### config.mk
export PLATFORM = sky130hd
export DESIGN_NAME = crc_word_update
export DESIGN_NICKNAME = d
export VERILOG_FILES = /design/src/rtl/crc_pkg.sv /design/src/rtl/crc_word_update.sv
export SDC_FILE = /design/constraint.sdc
export NUM_CORES = 1
export LEC_CHECK = 0
export BUFFER_PORTS_ARGS = -buffer_cell sky130_fd_sc_hd__buf_2
export CORE_AREA = 2 2 39 41
export DETAILED_ROUTE_END_ITERATION = 8
export DIE_AREA = 0 0 41 43
export MAX_ROUTING_LAYER = met4
export SYNTH_ARGS = -nofsm -noshare
export SYNTH_HDL_FRONTEND = slang
export SYNTH_SLANG_ARGS = --single-unit
### constraint.sdc
create_clock -name vclk -period 3.1
set_clock_uncertainty 0.05 [all_clocks]
set_input_delay 0.465 -clock vclk [all_inputs]
set_output_delay 0.465 -clock vclk [all_outputs]
set_load 0.02 [all_outputs]
### src/rtl/crc_pkg.sv
// Shared types, presets and helpers for the CRC memory checker family.
package crc_pkg;

    typedef enum logic [1:0] {
        StIdle,
        StFetch,
        StCalc,
        StDone
    } crc_state_t;

    // Algorithm presets; fields are 32 bits wide, narrower CRCs use the low bits.
    typedef struct packed {
        logic [31:0] poly;
        logic [31:0] init;
        logic [31:0] xor_out;
        logic        refl_in;
        logic        refl_out;
    } crc_preset_t;

    localparam crc_preset_t CRC16_ARC = '{
        poly: 32'h0000_8005, init: 32'h0000_0000, xor_out: 32'h0000_0000,
        refl_in: 1'b1, refl_out: 1'b1
    };

    localparam crc_preset_t CRC16_CCITT_FALSE = '{
        poly: 32'h0000_1021, init: 32'h0000_FFFF, xor_out: 32'h0000_0000,
        refl_in: 1'b0, refl_out: 1'b0
    };

    localparam crc_preset_t CRC32 = '{
        poly: 32'h04C1_1DB7, init: 32'hFFFF_FFFF, xor_out: 32'hFFFF_FFFF,
        refl_in: 1'b1, refl_out: 1'b1
    };

    // Reverse the low 'width' bits of value (width 1..32); result is right-aligned.
    function automatic logic [31:0] bit_reverse(input logic [31:0] value,
                                                input int unsigned width);
        logic [31:0] rev;
        for (int i = 0; i < 32; i++) begin
            rev[i] = value[31-i];
        end
        return rev >> (32 - width);
    endfunction

endpackage

### src/rtl/crc_word_update.sv
// Combinational CRC update over one data word (serial MSB-first LFSR, unrolled).
module crc_word_update
    import crc_pkg::*;
#(
    parameter int unsigned       CRC_W   = 16,
    parameter logic [CRC_W-1:0]  POLY    = 16'h8005,
    parameter int unsigned       DATA_W  = 8,
    parameter bit                REFL_IN = 1'b1
) (
    input  logic [CRC_W-1:0]  crc_cur,
    input  logic [DATA_W-1:0] data,
    output logic [CRC_W-1:0]  crc_next
);

    logic [DATA_W-1:0] data_ord;
    logic [CRC_W-1:0]  lfsr;

    // Optionally reflect the word, then shift it through the LFSR one bit at a time
    always_comb begin
        data_ord = REFL_IN ? DATA_W'(bit_reverse(32'(data), DATA_W)) : data;
        lfsr     = crc_cur;
        for (int i = DATA_W - 1; i >= 0; i--) begin
            if (lfsr[CRC_W-1] ^ data_ord[i]) begin
                lfsr = (lfsr << 1) ^ POLY;
            end else begin
                lfsr = lfsr << 1;
            end
        end
        crc_next = lfsr;
    end

endmodule

==> impl_metrics.yaml, run 1 <==
timing:
  fmax_mhz: 419.9
  rsz0062_at_grt: "no"
  worst_pin_slew_ns: 0.3622
  relSlewSlack_pct: 75.77
  maxSlewViolCount: 0
  finalHoldViolCount: 0
  post-route-period-util_pct: 76.83
  finalSetupViolCount: 0
  layout_setup_ws_ns: 0.7183
  tns_ns: 0
  finalCriticalPeriod_ns: 2.382
global_route:
  grt_antenna_before_repair: 0
  grt_pass1_vias: 253
  grt_max_degree: 4
  grt_pass1_wl_um: 834
  grt-ovfl-total: 0
  track_usage_pct: 6.372
die:
  dieWidth_um: 41
  die-area_mm2: 0.001763
  start_util_pct: 20.52
  num_rows: 14
  die_h_um: 43
  core_area_mm2: 0.001384
  io_pins: 40
power_and_ir_drop:
  p_clk_share_pct: 0
  leakage_nw: 0.2157
  cellPowerDensity_mw_per_mm2: 558.9
  p_total_w: 0.0002329
  combPwrFrac_pct: 100.0
  internal-power_w: 0.0001022
  power_frac_seq_pct: 0
  ir_drop_uv: 293.5
  p_sw_share_pct: 56.11
  power_switching_w: 0.0001307
critical_path:
  crit_required_ns: 2.58
  worstSetupEndpoint: "crc_next[15]"
  crit_arrival_ns: 1.87
  crit_start: "crc_cur[12]"
  crit_path_end_kind: "primary output"
  worstSetupPathType: "input port to primary output"
  startpoint_type: "input port"
  crit_fanout: 3
routing:
  vias_per_cell: 3.791
  vias: 254
  drtIter0Drc: 0
  wl_um: 555
  drcViolationCount: 0
  antenna_left: 0
  dr.pass1.iters: 1
  wl_per_cell_um: 8.284
logic_synthesis:
  synth_area_um2: 284.0
  yosysWarnings: 0
  ys_seq_area_share_pct: 0
  netlist_instances: 26
  syn_nets: 50
  yosysUniqueCellTypes: 8
  avgSynthCellArea_um2: 10.92
clock_tree:
  post_cts_resize_count: 0
  holdBufCountCts: 0
  postCtsSetupBuffers: 0
finish:
  nets: 77
  layout_common_cells: "buf_2 (30), xnor2_1 (11), xor2_1 (5)"
  final_layout_size_suffix_gt1_share_pct: 66.67
  ff_latch_area_um2: 0
  nClkBuffers: 0
  area_growth_pct: 46.70
  num_antenna_cells: 0
  design.seq.count: 0
  final_common_cell: "buf_2"
status:
  status: "finished clean"
worst_hold_path:
  whs_path_depth: 0
  hp-class: "input port to primary output"
flow_run:
  maxCapViolCount: 0
placed_design:
  pre_cts_ws_ns: 0.6995
  gp_routability_congestion: 0.5698
  port-buffer-count: 30
-- power by group through the flow --
stage / Sequential, W / Combinational [W] / Clock [W]
2_1_floorplan: 0 / 0.000175 / 0
3_3_place_gp: 0 / 0.000233 / 0
3_5_place_dp: 0 / 0.000235 / 0
4_1_cts: 0 / 0.000236 / 0
5_1_grt: 0 / 0.000250 / 0
6_report: 0 / 0.000233 / 0
-- per-layer routing --
layer,up-vias,share of wire [%],track usage [%]
li1,125,-,-
met1,110,32,5.128
met2,19,52,14.06
met3,0,16,0
met4,0,0,0.6667
met5,-,0,-
-- cell families (layout without fill, tap and decap cells) --
group                  Yosys count  after routing  share of synthesized area, %
XOR/XNOR                        21             21                         86.79
buffers and inverters            5             30                         13.22
-- cell type report --
cell class                 count  area [um2]
timing repair buffer          30       150.1
tap                           16       20.02
fill                         154       967.2
multi-input combinational     21       246.5
-- critical path, cell delays in order --
cell and delay, ns:
buf_2 0.10, xor2_1 0.25, xnor2_1 0.18, xnor3_2 0.50, xnor3_1 0.21, buf_2 0.16
-- worst min path at each step --
stage                    start           end
detailed placement  crc_cur[4]  crc_next[12]
global route        crc_cur[2]  crc_next[10]
global placement    crc_cur[4]  crc_next[12]
finish              crc_cur[2]  crc_next[10]
floorplan           crc_cur[2]  crc_next[10]
CTS                 crc_cur[4]  crc_next[12]
-- Yosys cell counts (all sizes together) --
| cell | count | area, um2 |
|---|---|---|
| buf | 5 | 37.54 |
| xnor2 | 13 | 140.1 |
| xnor3 | 2 | 46.29 |
| xor2 | 6 | 60.06 |
-- per-stage QoR --
| step | area, um2 | instances | utilization [%] | hold WS (ns) |
|---|---|---|---|---|
| after floorplan | 284.0 | 26 | - | 0.9926 |
| after global placement | 416.7 | 67 | 30.11 | 0.8801 |
| after detailed placement | 416.7 | 67 | 30.11 | 0.8801 |
| after CTS | 416.7 | 67 | 30.11 | 0.8801 |
| after global routing | 416.7 | 67 | 30.11 | 0.8800 |
| final | 416.7 | 67 | 30.11 | 0.8800 |
(Power assumes the default switching activity.)
==> run 2, diff against run 1 <==
clock period = 2.25 ns   (was 3.1 ns; I/O delays follow)
==> impl_metrics.yaml, run 2 (synthesis results as in run 1) <==
power_and_ir_drop:
  power_frac_seq_pct: 0
  p_clk_share_pct: 0
  combPwrFrac_pct: 100.0
  internal-power_w: 0.0001485
  cellPowerDensity_mw_per_mm2: 733.6
  leakage_nw: 0.2366
  ir_drop_uv: 250.7
  power_switching_w: 0.0001792
  p_sw_share_pct: 54.68
global_route:
  grt_antenna_before_repair: 0
  grt_pass1_wl_um: 800
  grt_pass1_vias: 226
  grt_max_degree: 4
  track_usage_pct: 6.173
  grt-ovfl-total: 0
routing:
  drtIter0Drc: 0
  vias: 249
  wl_per_cell_um: 7.899
  antenna_left: 0
  dr.pass1.iters: 1
  wl_um: 545
  vias_per_cell: 3.609
  drcViolationCount: 0
timing:
  post-route-period-util_pct: 93.80
  rsz0062_at_grt: "no"
  relSlewSlack_pct: 78.01
  finalSetupViolCount: 0
  finalCriticalPeriod_ns: 2.110
  worst_pin_slew_ns: 0.3275
  maxSlewViolCount: 0
  finalHoldViolCount: 0
  fmax_mhz: 473.8
  tns_ns: 0
critical_path:
  worstSetupPathType: "input port to primary output"
  crit_arrival_ns: 1.72
  startpoint_type: "input port"
  crit_required_ns: 1.86
  crit_fanout: 3
  crit_path_end_kind: "primary output"
finish:
  multi_input_area_um2: 261.5
  final_layout_size_suffix_gt1_share_pct: 71.70
  final_common_cell: "buf_2"
  final.fill_count: 148
  nets: 79
  final_cells: 69
  design.seq.count: 0
  num_antenna_cells: 0
  ff_latch_area_um2: 0
  area_growth_pct: 57.27
  layout_common_cells: "buf_2 (30), xnor2_1 (9), xor2_1 (5)"
  nClkBuffers: 0
die:
  dieWidth_um: 41
  start_util_pct: 20.52
  num_rows: 14
  core_area_mm2: 0.001384
  die_h_um: 43
  die-area_mm2: 0.001763
  io_pins: 40
worst_hold_path:
  hp-class: "input port to primary output"
placed_design:
  gp_routability_congestion: 0.6157
  placedCellCount: 69
  port-buffer-count: 30
status:
  status: "finished clean"
flow_run:
  maxCapViolCount: 0
clock_tree:
  postCtsSetupBuffers: 0
-- run 2: cell count changes in the layout (fill, tap and decap cells not counted), sizes merged --
cell,before,now
buf,30,32
-- run 2: routing by layer --
layer / track usage (%) / up-vias / part of all wire (%) / wire (um)
li1: - / 128 / - / -
met1: 6.109 / 109 / 34 / 187
met2: 12.50 / 12 / 57 / 312
met3: 0 / 0 / 8.3 / 45
met4: 0.6667 / 0 / 0 / 0
met5: - / - / 0 / 0
-- run 2: worst max-delay path, cell delays in order --
cell     delay, ns
buf_2         0.10
xor2_1        0.28
xnor2_2       0.16
xnor3_2       0.48
xnor3_1       0.21
buf_2         0.16
-- run 2: power by group through the flow --
| stage | logic (W) | clock network [W] | registers (W) |
|---|---|---|---|
| floorplan | 0.000244 | 0 | 0 |
| global placement | 0.000331 | 0 | 0 |
| detailed placement | 0.000331 | 0 | 0 |
| CTS | 0.000331 | 0 | 0 |
| global route | 0.000352 | 0 | 0 |
| finish | 0.000328 | 0 | 0 |
-- run 2: path summary, 6_finish.rpt --
check / endpoint / cells after the start / startpoint
max: crc_next[15] / 6 / crc_cur[12]
min: crc_next[10] / 0 / crc_cur[2]
-- run 2: layout make-up --
type                       count  share of cell area (%)
multi-input combinational     21                   58.54
tap                           16                   4.482
timing repair buffer          32                   36.97
-- run 2: per-stage QoR --
| step | hold slack [ns] | util [%] | total power [W] | setup slack (ns) | area (um2) |
|---|---|---|---|---|---|
| global route | 0.6250 | 32.28 | 0.0003519 | 0.03036 | 446.7 |
| finish | 0.6250 | 32.28 | 0.0003277 | 0.1396 | 446.7 |
| detailed placement | 0.6251 | 31.74 | 0.0003310 | 0.09820 | 439.2 |
| global placement | 0.6251 | 31.74 | 0.0003305 | 0.1130 | 439.2 |
| CTS | 0.6251 | 31.74 | 0.0003315 | 0.09454 | 439.2 |
| floorplan | 0.7376 | - | 0.0002437 | 0.09231 | 291.5 |
-- run 2: what timing repair did --
action,CTS,global route
hold buffers,0,0
gates resized for setup,0,1
setup endpoints to repair,0,1
